## config.mk

```make
export PLATFORM = sky130hd
export DESIGN_NAME = fwd_mux_reg
export DESIGN_NICKNAME = d
export VERILOG_FILES = /design/src/rtl/fwd_mux_reg.sv
export SDC_FILE = /design/constraint.sdc
export NUM_CORES = 1
export LEC_CHECK = 0
export ABC_AREA = 1
export CAP_MARGIN = 20
export CORE_ASPECT_RATIO = 0.7
export CORE_MARGIN = 2
export CORE_UTILIZATION = 41
export DETAILED_ROUTE_END_ITERATION = 16
export GPL_TIMING_DRIVEN = 1
export PLACE_DENSITY = 0.95
export SYNTH_ARGS = -nofsm -noshare
export SYNTH_HDL_FRONTEND = slang
export SYNTH_SLANG_ARGS = --single-unit
```

## constraint.sdc

```tcl
create_clock -name clk -period 1.7 [get_ports clk]
set_input_delay 0.34 -clock clk [delete_from_list [all_inputs] [get_ports clk]]
set_output_delay 0.34 -clock clk [all_outputs]
set_load 0.01 [all_outputs]
```

## src/rtl/fwd_mux_reg.sv

```systemverilog
// -----------------------------------------------------------------------------
// fwd_mux_reg
//
// N-way operand selector with a registered output stage, used on the CPU's
// forwarding/bypass paths (ALU operands, store data, branch compare). Each
// cycle one of N WIDTH-bit channels is selected and captured in the output
// register along with a valid bit and the effective select. The register
// supports stall (hold) and flush (bubble). Select codes >= N fall back to
// channel 0.
//
// Optional feature macro: FWD_MUX_SEL_CHECK_EN
//   defined   : illegal_cnt counts load edges with in_valid=1 and sel >= N,
//               saturating at 255, cleared only by reset.
//   undefined : checker removed, illegal_cnt is constant 0.
//
// Ports
//   clk          in   1           rising-edge clock
//   reset        in   1           synchronous, active-high reset
//   din          in   N*WIDTH     flattened channels, ch k at [k*WIDTH +: WIDTH]
//   sel          in   SELW        channel select
//   in_valid     in   1           selection carries a real instruction
//   stall        in   1           hold all registered outputs
//   flush        in   1           insert a bubble (overrides stall)
//   dout         out  WIDTH       registered selected data
//   out_valid    out  1           dout holds a valid operand
//   sel_q        out  SELW        registered effective select (after fallback)
//   illegal_cnt  out  8           saturating illegal-select count
//
// Per-edge priority: reset > flush > stall > load.
// -----------------------------------------------------------------------------
module fwd_mux_reg #(
   parameter int WIDTH = 32,
   parameter int N     = 3,
   parameter int SELW  = 2
) (
   input  logic                 clk,
   input  logic                 reset,
   input  logic [N*WIDTH-1:0]   din,
   input  logic [SELW-1:0]      sel,
   input  logic                 in_valid,
   input  logic                 stall,
   input  logic                 flush,
   output logic [WIDTH-1:0]     dout,
   output logic                 out_valid,
   output logic [SELW-1:0]      sel_q,
   output logic [7:0]           illegal_cnt
);

   // Channel count widened by one bit so N = 2^SELW is representable and the
   // range compare stays unsigned.
   localparam logic [SELW:0] N_W = (SELW+1)'(N);

   logic                in_range_s;
   logic [SELW-1:0]     esel_s;
   logic [WIDTH-1:0]    mux_s;
   logic                load_s;

   logic [WIDTH-1:0]    dout_r;
   logic                out_valid_r;
   logic [SELW-1:0]     sel_q_r;

   assign in_range_s = ({1'b0, sel} < N_W);
   assign load_s     = !flush && !stall;

   // Effective select: out-of-range codes fall back to channel 0.
   always_comb begin
      esel_s = {SELW{1'b0}};
      if (in_range_s) begin
         esel_s = sel;
      end else begin
         esel_s = {SELW{1'b0}};
      end
   end

   // Channel multiplexer; esel_s is always < N so exactly one term matches.
   always_comb begin
      mux_s = {WIDTH{1'b0}};
      for (int k = 0; k < N; k++) begin
         mux_s = (esel_s == SELW'(k)) ? din[k*WIDTH +: WIDTH] : mux_s;
      end
   end

   // Output register: reset, then flush (bubble), then stall (hold), then load.
   always_ff @(posedge clk) begin
      if (reset) begin
         dout_r      <= {WIDTH{1'b0}};
         out_valid_r <= 1'b0;
         sel_q_r     <= {SELW{1'b0}};
      end else if (flush) begin
         dout_r      <= {WIDTH{1'b0}};
         out_valid_r <= 1'b0;
         sel_q_r     <= {SELW{1'b0}};
      end else if (stall) begin
         dout_r      <= dout_r;
         out_valid_r <= out_valid_r;
         sel_q_r     <= sel_q_r;
      end else begin
         // Data loads even when in_valid=0; consumers qualify with out_valid.
         dout_r      <= mux_s;
         out_valid_r <= in_valid;
         sel_q_r     <= esel_s;
      end
   end

   assign dout      = dout_r;
   assign out_valid = out_valid_r;
   assign sel_q     = sel_q_r;

`ifdef FWD_MUX_SEL_CHECK_EN
   logic       illegal_load_s;
   logic [7:0] illegal_cnt_r;

   // Only a real instruction on a load edge with an out-of-range code counts.
   assign illegal_load_s = load_s && in_valid && !in_range_s;

   // Saturating illegal-select counter, cleared only by reset.
   always_ff @(posedge clk) begin
      if (reset) begin
         illegal_cnt_r <= 8'd0;
      end else if (illegal_load_s && (illegal_cnt_r != 8'hFF)) begin
         illegal_cnt_r <= illegal_cnt_r + 8'd1;
      end else begin
         illegal_cnt_r <= illegal_cnt_r;
      end
   end

   assign illegal_cnt = illegal_cnt_r;
`else
   logic unused_load_s;

   assign unused_load_s = load_s;
   assign illegal_cnt   = 8'd0;
`endif

endmodule

```

Word-level counts from Yosys, hierarchy flattened
Cells that the tools add are included.
{"block": "totals", "register_bits": 35, "inputBits": 103, "output_inout_bits": 43, "wordCells": 12}
{"block": "op_classes", "magnitude_cmp": 1, "n_eq_ne": 2, "mux": 4, "n_reduce_logical": 2}
{"op": "2-to-1 mux 32 bit", "n": 3}
{"op": "equality test 2 x 1 -> 1 bit (second input constant)", "n": 1}
{"op": "equality test 2 bit (second input constant)", "n": 1}
{"op": "zero test 2 bit", "n": 1}
{"op": "less-than comparator 2 bit (second input constant)", "n": 1}
{"op": "2-to-1 mux 2 bit", "n": 1}
{"op": "OR reduction 2 bit", "n": 1}

Longest topological paths before layout
{"block": "logic_depth", "word_depth": 6, "mapped_depth": 8}

Worst setup path after synthesis
No wires, ideal clock.
{"block": "synth_path", "kind": "input to register", "from": "in sel[0]", "to": "reg dout_r[10], in the netlist dout[10]", "setup_ps": 113, "arrival_ps": 1107, "setup_slack_ps": 480, "stages": 8, "cell_sequence": "inv_1 ha_1 buf_2 nor2_8 buf_6 nand2_1 nor2_1 nor2_1"}
{"block": "synth_via", "elab_chain_cells": 6, "elab_cells_between_ends": 8}
{"element": "start, declared", "line": "39", "rtl": "input logic [SELW-1:0] sel,"}
{"element": "less-than comparator 2 bit *", "line": "62", "rtl": "assign in_range_s = ({1'b0, sel} < N_W);"}
{"element": "2-to-1 mux 2 bit *", "line": "68", "rtl": "if (in_range_s) begin"}
{"element": "net esel_s[1]", "line": "54", "rtl": "logic [SELW-1:0] esel_s;"}
{"element": "zero test 2 bit", "line": "79", "rtl": "mux_s = (esel_s == SELW'(k)) ? din[k*WIDTH +: WIDTH] : mux_s;"}
{"element": "2-to-1 mux 32 bit (2 in series)", "line": "79"}
{"element": "2-to-1 mux 32 bit *", "line": "79"}
{"element": "end signal, assigned", "line": "86", "rtl": "dout_r <= {WIDTH{1'b0}};"}
{"element": "end signal, assigned", "line": "90", "rtl": "dout_r <= {WIDTH{1'b0}};"}
{"element": "end signal, assigned", "line": "94", "rtl": "dout_r <= dout_r;"}
{"element": "end, declared", "line": "58", "rtl": "logic [WIDTH-1:0] dout_r;"}
The timed path passes the listed nets; every way through them passes the cells marked *.
A chain may end at the register's enable or synchronous reset.

Worst setup path in the final report
{"block": "layout_path", "from": "reg dout_r[6], in the netlist dout[6]", "to": "out dout[6]"}
{"element": "end, declared", "line": "43", "rtl": "output logic [WIDTH-1:0] dout,"}
No word-level cell between the ends.

==> run summary <==
For this configuration, the core starts out at a cell density of 43.05%. The most used flip-flop cell after synthesis is sky130_fd_sc_hd__dfxtp_1. The first TritonRoute pass finished after 5 iterations.

The highest-delay cell along the critical path is sky130_fd_sc_hd__clkdlybuf4s50_1. Traced cell by cell, the critical path runs through clkdlybuf4s50_1. The first global-routing pass estimated 13570 um of wire. The number of buffers on the longest clock path is 2, and the net count reported at finish is 675. Summed over all cells, the static leakage comes to 1.892 nW.

The total of cells resized after clock tree synthesis was 0; the number of distinct library cell variants in the gate-level netlist after synthesis was 16. The core region is 5784 um2. After detailed routing, the average wire length per cell comes to 12.82 um. The run gives 0 as the final count of pins violating max slew.

The residual antenna-violating net count after detailed routing was 0. Count of cells along the worst register-to-register path: 4. The H-tree depth reported by CTS was 2. Final hold analysis gives a worst-case slack of 0.4928 ns. Counting every instance in the synthesized netlist gives 438. The post-synthesis async set-or-reset flop share was 0%; the number of placement rows was 23.

The congestion estimate from routability-driven global placement came to 0.8508. The category of the critical setup timing path is flop to primary output. The clock transition at the register clock pins on the worst setup and hold paths after CTS is 0.08 ns, and the antenna diode instance count is 0. Once detailed placement completed, the half-perimeter wirelength came to 6260 um. The worst min-delay path startpoint is sel_q[0].

TritonCTS built the clock tree. Dividing the synthesized area by the synthesized cell count gives 5.685 um2. STA classifies the critical path startpoint as a flop. The worst hold path passes through 2 cells. Summed over all layers, the routed wires come to 8281 um. Yosys printed 0 warnings. The root buffer cell was sky130_fd_sc_hd__clkbuf_8.

In this run the worst hold path is classified as flop to flop. For the clock latency of the later-clocked register in the worst-skew pair, the log shows 0.28 ns. Global routing consumed, over all layers together, 24.21% of the routing resources.

The tools report the fill cell total of the finished layout as 502. Across the run, the number of max-cap violations was 0. Setup repair after global routing left no endpoint under its margin. The top cell type by area accounts for 28.14% of the synthesized area. The worst setup path is captured at a primary output. The tools report the final sum of negative setup slack as 0 ns.

Yosys attributes the largest share of cell area to sky130_fd_sc_hd__dfxtp_1 28%, sky130_fd_sc_hd__nand2_1 19%, sky130_fd_sc_hd__nor2_1 15%. Data on the critical path is required at its endpoint by 1.36 ns. The run gives 2490 um2 as the combined area of all synthesized cells. The routed layout has 3105 vias.

The startpoint identified for the worst register-to-register timing path is dout[21]. In the final layout, the share of cells above drive strength 1 is 6.130%. The run gives 1.00 ns as the setup slack on the worst flop-to-flop path.

By count the netlist is led by 128 x sky130_fd_sc_hd__nand2_1, 101 x sky130_fd_sc_hd__nor2_1, 66 x sky130_fd_sc_hd__inv_1. The number of hold violations in the final report came out at 0. The via count normalized by instance count was 4.807; the horizontal extent of the die was 97.14 um.

In this run the power density over the cells is 571.6 nW/um2. The largest total area in the synthesized netlist belongs to sky130_fd_sc_hd__dfxtp_1. The post-synthesis register bit count is 35, and the number of buffers inserted by post-CTS setup repair is 0.

Setup violations remaining at the end of the flow were counted as 0. Peak per-stage delay on the critical path: 0.57 ns. The worst hold path endpoint was sel_q[0]. The DRC marker count from the first detailed-route iteration is 178. The initial antenna violation count was 0; the number of I/O pins was 146. By instance count, the leading cell after synthesis is sky130_fd_sc_hd__nand2_1. Height of the die: 69.20 um. The critical path's top delay family was buffers and inverters.

Port buffering added 137 buffers. The run gives 0 as the count of unresolved DRC violations after routing. STA puts the critical path data arrival time at 1.19 ns.

The tools report the total chip power as 2.320 mW. Buffers plus inverters on the worst setup path: 1. In this run the critical register-to-register path is captured at dout[21]. The maximum fanout count along the critical path was 2.

Derived from the worst setup path, the maximum achievable clock frequency is 651.9 MHz. After clock tree synthesis, the flow added hold-fix buffers numbering 0. The final clock skew was 0 ns; the final core area utilization was 70.17%. Entering global routing, the biggest net connects 36 pins.

Compared with the post-synthesis result, the final layout area differs by 63.01%. Subtracting the final worst setup slack from the clock period gives 1.534 ns. The synthesized design contains 0 enable-type register cells. The run finished with clean final reports. Clock tree synthesis found a total of 35 sinks.

For the sequential element share of the synthesized area, the log shows 28.14%. Global routing finished with a remaining overflow of 0. The full die area is 6722 um2, and the period utilization is 90.24%. The number of buffers inserted during clock tree synthesis was 5. The logs give 3042 for the number of global-route vias before repair and 457.2 uV for the largest vdd supply drop.
==> how the worst max path moves through the flow <==
stage	start	endpoint	slack, ns	cells past startpoint
floorplan	sel[0]	dout[10]	0.48	8
global placement	sel[0]	dout[6]	-0.03	7
detailed placement	sel[0]	dout[21]	-0.10	8
CTS	dout[8]	dout[8]	0.16	1
global route	sel[0]	dout[21]	0.11	8
finish	dout[6]	dout[6]	0.17	1
==> kinds of logic after synthesis <==
group | share of synthesized area, %
AOI/OAI and AO/OA | 0.6028
DFF | 28.14
adders and majority gates | 1.005
other | 0.1506
buffers and inverters | 20.05
and+or+nand+nor | 50.05
==> worst register-to-register path: cells and delay by family, from the launching register on <==
| kind | cells | cell delay, ns |
|---|---|---|
| flops | 1 | 0.34 |
| simple gates | 3 | 0.25 |
| buf+inv | 1 | 0.05 |
==> metrics by stage <==
stage          setup slack [ns]  instances  area [um2]
3_5_place_dp            -0.1046        638        3959
6_report                 0.1659        646        4059
4_1_cts                  0.1609        646        4059
3_3_place_gp           -0.02951        638        3959
5_1_grt                  0.1070        646        4059
2_1_floorplan            0.4801        445        2516
==> sequential cells by signal, indices dropped and copies added, names as in the netlist <==
signal and cells:
dout 32, sel_q 2, out_valid 1
==> routing by layer <==
layer / track usage, % / part of all wire [%] / vias to the layer above
li1: - / - / 1539
met1: 29.88 / 42 / 1390
met2: 42.90 / 48 / 158
met3: 5.444 / 8.4 / 18
met4: 6.103 / 1.7 / 0
met5: 0 / 0 / -
==> power breakdown <==
part	internal [mW]	total, mW	leakage, nW	switching (mW)
Combinational	0.424	0.767	1.55	0.343
Clock	0.370	0.674	0.0515	0.304
Sequential	0.858	0.879	0.286	0.0210
==> layout make-up <==
cell class                 instances  area (um2)  share of cell area (%)
inverter                          67       251.5                   6.196
timing repair buffer             153        1592                   39.21
clock buffer                       8       100.1                   2.466
tap                               75       93.84                   2.312
multi-input combinational        308        1321                   32.55
sequential                        35       700.7                   17.26
==> placed cells by master, fill, tap and decap left out, types with 2 or more instances in the layout <==
master | Yosys | final
sky130_fd_sc_hd__nor2_1 | 101 | 101
sky130_fd_sc_hd__nand3_2 | 7 | 7
sky130_fd_sc_hd__nand3_1 | 57 | 57
sky130_fd_sc_hd__clkdlybuf4s50_1 | 0 | 137
sky130_fd_sc_hd__buf_12 | 0 | 8
sky130_fd_sc_hd__dfxtp_1 | 35 | 35
sky130_fd_sc_hd__clkbuf_8 | 0 | 7
sky130_fd_sc_hd__inv_1 | 66 | 66
sky130_fd_sc_hd__buf_4 | 12 | 8
sky130_fd_sc_hd__conb_1 | 1 | 8
sky130_fd_sc_hd__ha_2 | 0 | 2
sky130_fd_sc_hd__o21ai_1 | 3 | 3
sky130_fd_sc_hd__nand2_1 | 128 | 128
Power figures use the tool's default switching activity.
